## config.mk

```make
export PLATFORM = sky130hd
export DESIGN_NAME = adc_sample_sink_s_axi_lite_flat
export DESIGN_NICKNAME = d
export VERILOG_FILES = /design/src/rtl/adc_sample_sink_s_axi_lite_if.sv /design/src/rtl/adc_sample_sink_s_axi_lite.sv /design/src/flat_wrapper.sv
export SDC_FILE = /design/constraint.sdc
export NUM_CORES = 1
export LEC_CHECK = 0
export ABC_AREA = 0
export ABC_CLOCK_PERIOD_IN_PS = 8100
export CAP_MARGIN = 5
export CORE_ASPECT_RATIO = 1.75
export CORE_MARGIN = 2
export CORE_UTILIZATION = 35
export CTS_BUF_LIST = sky130_fd_sc_hd__clkbuf_8 sky130_fd_sc_hd__clkbuf_16
export DETAILED_ROUTE_END_ITERATION = 16
export MAX_ROUTING_LAYER = met4
export PLACE_DENSITY_LB_ADDON = 0.3
export SYNTH_ARGS = -nofsm -noshare
export SYNTH_HDL_FRONTEND = slang
export SYNTH_SLANG_ARGS = --single-unit
```

## constraint.sdc

```tcl
create_clock -name S_AXI_ACLK -period 8.1 [get_ports S_AXI_ACLK]
set_clock_uncertainty 0.05 [all_clocks]
set_input_delay 1.62 -clock S_AXI_ACLK [delete_from_list [all_inputs] [get_ports S_AXI_ACLK]]
set_output_delay 1.62 -clock S_AXI_ACLK [all_outputs]
set_load 0.01 [all_outputs]
```

## src/rtl/adc_sample_sink_s_axi_lite_if.sv

```systemverilog
// AXI4-Lite write-only channel bundle (AW/W/B) between the ADC master and the sample sink.
interface adc_sample_sink_s_axi_lite_if #(
    parameter int unsigned AW = 32,
    parameter int unsigned DW = 32
);
    logic [AW-1:0] S_AXI_AWADDR;
    logic          S_AXI_AWVALID;
    logic          S_AXI_AWREADY;
    logic [DW-1:0] S_AXI_WDATA;
    logic          S_AXI_WVALID;
    logic          S_AXI_WREADY;
    logic [1:0]    S_AXI_BRESP;
    logic          S_AXI_BVALID;
    logic          S_AXI_BREADY;

    modport master (
        output S_AXI_AWADDR, S_AXI_AWVALID, S_AXI_WDATA, S_AXI_WVALID, S_AXI_BREADY,
        input  S_AXI_AWREADY, S_AXI_WREADY, S_AXI_BRESP, S_AXI_BVALID
    );

    modport slave (
        input  S_AXI_AWADDR, S_AXI_AWVALID, S_AXI_WDATA, S_AXI_WVALID, S_AXI_BREADY,
        output S_AXI_AWREADY, S_AXI_WREADY, S_AXI_BRESP, S_AXI_BVALID
    );
endinterface

```

## src/rtl/adc_sample_sink_s_axi_lite.sv

```systemverilog
// AXI4-Lite write sink: in-window writes are queued as {idx,data} in a FWFT FIFO, others get SLVERR.
// Response one cycle after both captures; a full FIFO stalls the response until a pop frees a slot.
module adc_sample_sink_s_axi_lite #(
    parameter int unsigned                    C_S_AXI_ADDR_WIDTH = 32,
    parameter int unsigned                    C_S_AXI_DATA_WIDTH = 32,
    parameter logic [C_S_AXI_ADDR_WIDTH-1:0] C_S_BASE_ADDR      = 32'h4000_0000,
    parameter int unsigned                    C_S_WINDOW_BYTES   = 16,
    parameter int unsigned                    C_FIFO_DEPTH       = 16,
    localparam int unsigned IW = (C_S_WINDOW_BYTES / 4 > 1) ? $clog2(C_S_WINDOW_BYTES / 4) : 1,
    localparam int unsigned CW = $clog2(C_FIFO_DEPTH) + 1
) (
    input  logic                          S_AXI_ACLK,
    input  logic                          S_AXI_ARESET,
    adc_sample_sink_s_axi_lite_if.slave   s_axi,
    output logic [C_S_AXI_DATA_WIDTH-1:0] SAMPLE_DATA,
    output logic [IW-1:0]                 SAMPLE_IDX,
    output logic                          SAMPLE_VALID,
    input  logic                          SAMPLE_READY,
    output logic [CW-1:0]                 FIFO_COUNT,
    output logic                          ERR_STICKY
);
    localparam int unsigned AW = C_S_AXI_ADDR_WIDTH;
    localparam int unsigned DW = C_S_AXI_DATA_WIDTH;
    localparam int unsigned PW = $clog2(C_FIFO_DEPTH);

    typedef enum logic [1:0] {COLLECT, COMMIT, RESP} state_e;

    state_e        state_q, state_d;
    logic          aw_full_q, aw_full_d, w_full_q, w_full_d;
    logic          awready_q, wready_q;
    logic [AW-1:0] aw_addr_q, aw_addr_d;
    logic [DW-1:0] w_data_q, w_data_d;
    logic          bvalid_q, bvalid_d;
    logic [1:0]    bresp_q, bresp_d;
    logic          err_q, err_d;
    logic [PW-1:0] rd_ptr_q, rd_ptr_d, wr_ptr_q, wr_ptr_d;
    logic [CW-1:0] count_q, count_d;
    logic [IW+DW-1:0] mem_q [C_FIFO_DEPTH];
    logic [IW+DW-1:0] head;

    logic [AW-1:0] offset;
    logic          inwin, fifo_full, push, pop;

    assign offset    = aw_addr_q - C_S_BASE_ADDR;
    assign inwin     = (aw_addr_q >= C_S_BASE_ADDR) && (offset < AW'(C_S_WINDOW_BYTES))
                       && (aw_addr_q[1:0] == 2'b00);
    assign fifo_full = (count_q == CW'(C_FIFO_DEPTH));
    assign pop       = SAMPLE_VALID && SAMPLE_READY;
    assign head      = mem_q[rd_ptr_q];

    always_comb begin
        state_d   = state_q;
        aw_full_d = aw_full_q;
        aw_addr_d = aw_addr_q;
        w_full_d  = w_full_q;
        w_data_d  = w_data_q;
        bvalid_d  = bvalid_q;
        bresp_d   = bresp_q;
        err_d     = err_q;
        push      = 1'b0;

        if (s_axi.S_AXI_AWVALID && awready_q) begin
            aw_full_d = 1'b1;
            aw_addr_d = s_axi.S_AXI_AWADDR;
        end
        if (s_axi.S_AXI_WVALID && wready_q) begin
            w_full_d = 1'b1;
            w_data_d = s_axi.S_AXI_WDATA;
        end

        case (state_q)
            COLLECT: if (aw_full_d && w_full_d) state_d = COMMIT;
            COMMIT: begin
                if (!inwin) begin
                    bresp_d  = 2'b10;
                    bvalid_d = 1'b1;
                    err_d    = 1'b1;
                    state_d  = RESP;
                end else if (!fifo_full || pop) begin
                    // a same-cycle pop frees the slot this push lands in
                    push     = 1'b1;
                    bresp_d  = 2'b00;
                    bvalid_d = 1'b1;
                    state_d  = RESP;
                end
            end
            RESP: if (s_axi.S_AXI_BREADY) begin
                bvalid_d  = 1'b0;
                aw_full_d = 1'b0;
                w_full_d  = 1'b0;
                state_d   = COLLECT;
            end
            default: state_d = COLLECT;
        endcase

        wr_ptr_d = push ? wr_ptr_q + PW'(1) : wr_ptr_q;
        rd_ptr_d = pop  ? rd_ptr_q + PW'(1) : rd_ptr_q;
        count_d  = count_q + CW'(push) - CW'(pop);
    end

    always_ff @(posedge S_AXI_ACLK) begin
        if (S_AXI_ARESET) begin
            state_q   <= COLLECT;
            aw_full_q <= 1'b0;
            aw_addr_q <= '0;
            w_full_q  <= 1'b0;
            w_data_q  <= '0;
            awready_q <= 1'b0;
            wready_q  <= 1'b0;
            bvalid_q  <= 1'b0;
            bresp_q   <= 2'b00;
            err_q     <= 1'b0;
            rd_ptr_q  <= '0;
            wr_ptr_q  <= '0;
            count_q   <= '0;
        end else begin
            state_q   <= state_d;
            aw_full_q <= aw_full_d;
            aw_addr_q <= aw_addr_d;
            w_full_q  <= w_full_d;
            w_data_q  <= w_data_d;
            awready_q <= !aw_full_d;
            wready_q  <= !w_full_d;
            bvalid_q  <= bvalid_d;
            bresp_q   <= bresp_d;
            err_q     <= err_d;
            rd_ptr_q  <= rd_ptr_d;
            wr_ptr_q  <= wr_ptr_d;
            count_q   <= count_d;
        end
    end

    always_ff @(posedge S_AXI_ACLK) begin
        if (push && !S_AXI_ARESET) mem_q[wr_ptr_q] <= {offset[IW+1:2], w_data_q};
    end

    assign s_axi.S_AXI_AWREADY = awready_q;
    assign s_axi.S_AXI_WREADY  = wready_q;
    assign s_axi.S_AXI_BVALID  = bvalid_q;
    assign s_axi.S_AXI_BRESP   = bresp_q;

    // head is masked so the sample port reads zero whenever the FIFO is empty
    assign SAMPLE_VALID = (count_q != '0);
    assign SAMPLE_DATA  = SAMPLE_VALID ? head[DW-1:0] : '0;
    assign SAMPLE_IDX   = SAMPLE_VALID ? head[IW+DW-1:DW] : '0;
    assign FIFO_COUNT   = count_q;
    assign ERR_STICKY   = err_q;
endmodule

```

## src/flat_wrapper.sv

```systemverilog
// flat-port wrapper written by rule: the top's interface ports become plain ports
module adc_sample_sink_s_axi_lite_flat 
#(
    parameter int unsigned                    C_S_AXI_ADDR_WIDTH = 32,
    parameter int unsigned                    C_S_AXI_DATA_WIDTH = 32,
    parameter logic [C_S_AXI_ADDR_WIDTH-1:0] C_S_BASE_ADDR      = 32'h4000_0000,
    parameter int unsigned                    C_S_WINDOW_BYTES   = 16,
    parameter int unsigned                    C_FIFO_DEPTH       = 16,
    localparam int unsigned IW = (C_S_WINDOW_BYTES / 4 > 1) ? $clog2(C_S_WINDOW_BYTES / 4) : 1,
    localparam int unsigned CW = $clog2(C_FIFO_DEPTH) + 1
)
  (S_AXI_ACLK, S_AXI_ARESET, SAMPLE_DATA, SAMPLE_IDX, SAMPLE_VALID, SAMPLE_READY, FIFO_COUNT, ERR_STICKY, s_axi_S_AXI_AWADDR, s_axi_S_AXI_AWVALID, s_axi_S_AXI_WDATA, s_axi_S_AXI_WVALID, s_axi_S_AXI_BREADY, s_axi_S_AXI_AWREADY, s_axi_S_AXI_WREADY, s_axi_S_AXI_BRESP, s_axi_S_AXI_BVALID);
  adc_sample_sink_s_axi_lite_if #(.AW(32), .DW(32)) s_axi_i ();
  input  logic S_AXI_ACLK;
  input  logic S_AXI_ARESET;
  output logic [C_S_AXI_DATA_WIDTH-1:0] SAMPLE_DATA;
  output logic [IW-1:0] SAMPLE_IDX;
  output logic SAMPLE_VALID;
  input  logic SAMPLE_READY;
  output logic [CW-1:0] FIFO_COUNT;
  output logic ERR_STICKY;
  input wire logic [$bits(s_axi_i.S_AXI_AWADDR)-1:0] s_axi_S_AXI_AWADDR;
  input wire logic [$bits(s_axi_i.S_AXI_AWVALID)-1:0] s_axi_S_AXI_AWVALID;
  input wire logic [$bits(s_axi_i.S_AXI_WDATA)-1:0] s_axi_S_AXI_WDATA;
  input wire logic [$bits(s_axi_i.S_AXI_WVALID)-1:0] s_axi_S_AXI_WVALID;
  input wire logic [$bits(s_axi_i.S_AXI_BREADY)-1:0] s_axi_S_AXI_BREADY;
  output wire logic [$bits(s_axi_i.S_AXI_AWREADY)-1:0] s_axi_S_AXI_AWREADY;
  output wire logic [$bits(s_axi_i.S_AXI_WREADY)-1:0] s_axi_S_AXI_WREADY;
  output wire logic [$bits(s_axi_i.S_AXI_BRESP)-1:0] s_axi_S_AXI_BRESP;
  output wire logic [$bits(s_axi_i.S_AXI_BVALID)-1:0] s_axi_S_AXI_BVALID;
  assign s_axi_i.S_AXI_AWADDR = s_axi_S_AXI_AWADDR;
  assign s_axi_i.S_AXI_AWVALID = s_axi_S_AXI_AWVALID;
  assign s_axi_i.S_AXI_WDATA = s_axi_S_AXI_WDATA;
  assign s_axi_i.S_AXI_WVALID = s_axi_S_AXI_WVALID;
  assign s_axi_i.S_AXI_BREADY = s_axi_S_AXI_BREADY;
  assign s_axi_S_AXI_AWREADY = s_axi_i.S_AXI_AWREADY;
  assign s_axi_S_AXI_WREADY = s_axi_i.S_AXI_WREADY;
  assign s_axi_S_AXI_BRESP = s_axi_i.S_AXI_BRESP;
  assign s_axi_S_AXI_BVALID = s_axi_i.S_AXI_BVALID;
  adc_sample_sink_s_axi_lite #(.C_S_AXI_ADDR_WIDTH(C_S_AXI_ADDR_WIDTH), .C_S_AXI_DATA_WIDTH(C_S_AXI_DATA_WIDTH), .C_S_BASE_ADDR(C_S_BASE_ADDR), .C_S_WINDOW_BYTES(C_S_WINDOW_BYTES), .C_FIFO_DEPTH(C_FIFO_DEPTH)) u_core (.S_AXI_ACLK(S_AXI_ACLK), .S_AXI_ARESET(S_AXI_ARESET), .s_axi(s_axi_i), .SAMPLE_DATA(SAMPLE_DATA), .SAMPLE_IDX(SAMPLE_IDX), .SAMPLE_VALID(SAMPLE_VALID), .SAMPLE_READY(SAMPLE_READY), .FIFO_COUNT(FIFO_COUNT), .ERR_STICKY(ERR_STICKY));
endmodule
```

== Word level (Yosys, flattened, before mapping) ==
Memories as Yosys holds them, arrays and structs flattened. A register that Yosys moved wholly into a read port is not among the register bits.
Index checks and enable logic that the tools add are counted.

* Register bits after elaboration: 87
* Bits in writable memories: 544
* Input port bits: 70
* Output and inout port bits: 46
* Word-level logic and storage cells: 75
* Memories: 1

{| class="wikitable"
|+ Memories
! name !! words !! bits a word !! read ports !! clocked after memory_dff !! wr ports !! line !! RTL
|-
| u_core.mem_q || 16 || 34 || 1 || 1 || 1 || adc_sample_sink_s_axi_lite.sv:38 || <nowiki>logic [IW+DW-1:0] mem_q [C_FIFO_DEPTH];</nowiki>
|}

* Add/sub/neg operators: 5
* Order comparisons: 2
* Equal/unequal tests: 7
* Muxes and demuxes: 26
* Bitwise operators: 1
* Reduce and logical (&&, ||, !) cells: 20

{| class="wikitable"
|+ Operators by type and width
! cell !! count
|-
| $ge A32 B31 Y1 const B || 1
|-
| $lt A32 B5 Y1 const B || 1
|-
| $mux W32 || 1
|-
| $sub A32 B31 Y32 const B || 1
|-
| $mux W1 || 14
|-
| $mux W2 || 7
|-
| $add A4 B1 Y4 const B || 2
|-
| $mux W4 || 2
|-
| $logic_and A1 B1 Y1 || 7
|-
| $pmux W2 S3 || 1
|-
| $reduce_and A3 Y1 || 2
|-
| $add A5 B1 Y5 || 1
|-
| $eq A5 B5 Y1 const B || 1
|-
| $reduce_bool A5 Y1 || 1
|-
| $sub A5 B1 Y5 || 1
|-
| $logic_not A1 Y1 || 4
|-
| $logic_not A2 Y1 || 2
|-
| $ne A2 B2 Y1 const B || 2
|-
| $reduce_and A2 Y1 || 2
|-
| $ne A3 B3 Y1 const B || 1
|-
| $eq A2 B1 Y1 const B || 1
|-
| $eq A2 B2 Y1 const B || 1
|-
| $ne A2 B1 Y1 const B || 1
|-
| $pmux W1 S2 || 1
|-
| other kinds (3) || 3
|}

== Logic depth before layout (Yosys ltp) ==
* Depth after elaboration: 9
* Depth in mapped cells: 14
* Mapped depth without buffers: 13

== Worst setup path after synthesis ==
OpenSTA, ideal clock, no wires.

* Path kind: input port to flip-flop
* Start: input SAMPLE_READY
* End: memory u_core.mem_q[0][0] (netlist name), enable pin
* Setup time: 0.510 ns
* Arrival time: 5.620 ns
* Data required time: 7.540 ns
* Path slack: 1.920 ns
* Stages on the path: 5
* Buffers on the path: 1
* Cells stage by stage: nand2b_1 -> o21ai_0 -> or3_1 -> buf_6 -> nor4_1

* Longest elaborated chain between the ends: 8

{| class="wikitable"
|+ Ends and longest elaborated chain
! element !! line !! RTL
|-
| from (decl) || flat_wrapper.sv:19 || <nowiki>input logic SAMPLE_READY;</nowiki>
|-
| $logic_and A1 B1 Y1 || adc_sample_sink_s_axi_lite.sv:48 || <nowiki>assign pop = SAMPLE_VALID && SAMPLE_READY;</nowiki>
|-
| $logic_or A1 B1 Y1 || adc_sample_sink_s_axi_lite.sv:79 || <nowiki>end else if (!fifo_full || pop) begin</nowiki>
|-
| $mux W1 || adc_sample_sink_s_axi_lite.sv:79 ||
|-
| $mux W1 || adc_sample_sink_s_axi_lite.sv:74 || <nowiki>if (!inwin) begin</nowiki>
|-
| $mux W1 || adc_sample_sink_s_axi_lite.sv:71 || <nowiki>case (state_q)</nowiki>
|-
| $logic_and A1 B1 Y1 || adc_sample_sink_s_axi_lite.sv:134 || <nowiki>if (push && !S_AXI_ARESET) mem_q[wr_ptr_q] <= {offset[IW+1:2], w_data_q};</nowiki>
|-
| $mux W1 || adc_sample_sink_s_axi_lite.sv:134 ||
|-
| $mux W1 (implied by the code) || adc_sample_sink_s_axi_lite.sv:134 ||
|-
| to (decl) || adc_sample_sink_s_axi_lite.sv:38 ||
|}

Every way passes these cells.

==> flow_summary.json <==
{
  "wire_per_inst_um": 23.1,
  "layout.cells.non_filler": 2356,
  "io_pins": 116,
  "status": "complete, no violations",
  "syn_nets": 1359,
  "fin_crit_sh_pct": 64.5,
  "syn_to_final_growth_pct": 17.0,
  "timing.final.hold_violations": 0,
  "syn-cell-area_um2": 24100,
  "endpoint_kind": "output pin",
  "dpl_cell_area_um2": 26400,
  "clock_latency_ps": 600,
  "worst_pin_slew_ps": 1040,
  "cts_buffers": 55,
  "grt_pass1_vias": 12900,
  "stdcell_area_um2": 28200,
  "dp_slack_ps": 3230,
  "worstSetupPathType": "register to output pin",
  "slew_viol_final": 0,
  "cts-root-buf": "clkbuf_16",
  "fin_setup_tns_ps": 0,
  "min_path_type": "register to register",
  "crit_path_max_fanout": 29,
  "final_cell_mix": "edfxtp_1 (544), nand2_1 (139), mux4_2 (136)",
  "max_freq_ghz": 0.192,
  "cts.reportedPaths.clkPinSlew_ps": 70,
  "synth-seq-cells": 634,
  "placedCellCount": 2252,
  "std_cell_rows": 127,
  "seq_area_frac_synth_pct": 75.2,
  "die_w_um": 202,
  "die_area_um2": 71100,
  "cts.sinks": 634,
  "netlist_instances": 1277,
  "power.leakage_nw": 8.64,
  "holdWs_ps": 403,
  "rsz0062_at_grt": "no",
  "start_util_pct": 35.3,
  "drc": 0,
  "synth_edf_count": 544,
  "hold_buffers": 0,
  "synthFlopType": "edfxtp_1",
  "setup_ws_ps": 2880,
  "slew_headroom_pct": 30.9,
  "final.min_clock_period_ps": 5220,
  "nets": 1488,
  "grt_max_degree": 137,
  "grt_overflow": 0,
  "yosysUniqueCellTypes": 45,
  "ant_nets": 0,
  "cp_data_required_time_ps": 6430,
  "routed_wirelength_um": 54300,
  "antenna_found_initial": 1,
  "grt_usage_pct": 15.8,
  "ir_drop_mv": 0.220,
  "async_flop_share_pct": 0,
  "powerDensity_nw_per_um2": 281,
  "port_buffers": 114,
  "routed-via-count": 12000,
  "grt_first_pass_wirelength_um": 80900,
  "cts_tree": "done",
  "fp.dieH_um": 351,
  "vias_per_cell": 5.10,
  "gp_congestion": 0.714,
  "ys_warn_count": 0,
  "final_common_cell": "edfxtp_1",
  "setup_viol": 0,
  "clockBufferDepth": 3,
  "core_um2": 68300,
  "h-tree-depth": 2,
  "postSynthAreaPerCell_um2": 18.9,
  "post_cts_buffers": 0,
  "drive_gt1_share_pct": 19.6,
  "firstDrtPassIters": 5,
  "max_cap_violations": 0,
  "drt_iter0_drc": 897,
  "cts_resized": 0,
  "cp.arrival_ps": 3550,
  "dp_hpwl_um": 29600,
  "start_kind": "register"
}
## registers in the layout (all words and copies together) (netlist names), named ones only
name / cells
u_core.mem_q: 544
u_core.aw_addr_q: 32
u_core.w_data_q: 32
u_core.FIFO_COUNT: 5
u_core.rd_ptr_q: 4
u_core.wr_ptr_q: 4
u_core.state_q: 2
u_core.ERR_STICKY: 1
u_core.aw_full_q: 1
u_core.s_axi.S_AXI_AWREADY: 1
u_core.s_axi.S_AXI_BRESP: 1
u_core.s_axi.S_AXI_BVALID: 1
u_core.s_axi.S_AXI_WREADY: 1
u_core.w_full_q: 1
## layout make-up
type | count | area (um^2)
multi-input combinational | 553 | 5670
antenna | 1 | 2.50
fill | 6169 | 40100
inverter | 15 | 56.3
sequential | 634 | 18100
clock buffer | 58 | 1440
tap | 903 | 1130
timing repair buffer | 147 | 1400
clock inverter | 45 | 369
## kinds of logic after synthesis
group / synth area share [%]
compound gates: 2.61
simple gates: 3.97
flops: 75.2
fa+ha+maj: 0.654
other cells: 0.0156
mux: 15.7
xor+xnor: 0.218
buf+inv: 1.63
## worst max-delay path: stages, from the launching register on
cell             delay, ps
dfxtp_4                720
buf_4                  610
mux4_2                 580
mux2i_1                300
o22ai_1                160
clkdlybuf4s50_1        520
## cells in the mapped netlist (2+ instances only)
master	instances	share of area (%)
edfxtp_1	544	68
nand2_1	141	2.2
mux4_2	136	13
dfxtp_1	90	7.5
a21oi_1	69	1.4
mux2i_1	68	2.8
o22ai_1	34	0.88
clkbuf_1	30	0.47
buf_2	24	0.50
nor2_1	19	0.30
buf_1	17	0.26
nor3_1	15	0.31
inv_1	14	0.22
ha_1	11	0.57
nor4_1	10	0.26
nor2b_1	5	0.13
nand2b_1	4	0.10
o21ai_0	4	0.083
xor2_1	4	0.15
mux2_2	3	0.14
nand3_1	3	0.062
nor4_2	3	0.16
and2_1	2	0.052
and3_1	2	0.052
buf_4	2	0.062
nand4_1	2	0.052
or3_1	2	0.052
xnor2_1	2	0.073
## layer usage
layer / share of wire (%) / wire [um] / vias to the layer above / GRT usage [%]
met5: 0 / 0 / - / -
met4: 3.0 / 1610 / 0 / 5.30
met3: 5.0 / 2730 / 80 / 2.62
met2: 53 / 28600 / 301 / 28.0
met1: 39 / 21300 / 6314 / 18.2
li1: - / - / 5323 / -
## power breakdown
| group | leakage (nW) | total (W) | internal (W) | switching, W |
|---|---|---|---|---|
| Sequential | 5.67 | 0.00366 | 0.00357 | 0.0000931 |
| Combinational | 2.04 | 0.00162 | 0.000867 | 0.000752 |
| Clock | 0.923 | 0.00265 | 0.00147 | 0.00117 |
## stage by stage
step / utilization, % / total power (W)
final: 41.3 / 0.00793
after global routing: 41.3 / 0.00825
after CTS: 41.3 / 0.00804
after detailed placement: 38.6 / 0.00540
after global placement: 38.6 / 0.00539
after floorplan: - / 0.00477
## worst paths after layout
path / cells past startpoint / to / from / slack (ps)
worst min register to register: 2 / u_core.aw_addr_q[30]$_SDFFE_PP0P_ / u_core.aw_addr_q[30]$_SDFFE_PP0P_ / 400
worst max-delay path: 5 / SAMPLE_DATA[21] / register / 2880
worst min-delay path: 2 / u_core.aw_addr_q[30]$_SDFFE_PP0P_ / u_core.aw_addr_q[30]$_SDFFE_PP0P_ / 400
worst max register to register: 12 / u_core.FIFO_COUNT[4]$_SDFF_PP0_ / u_core.FIFO_COUNT[2]$_SDFF_PP0_ / 4490
No activity file was read; power rests on OpenSTA's default activity.
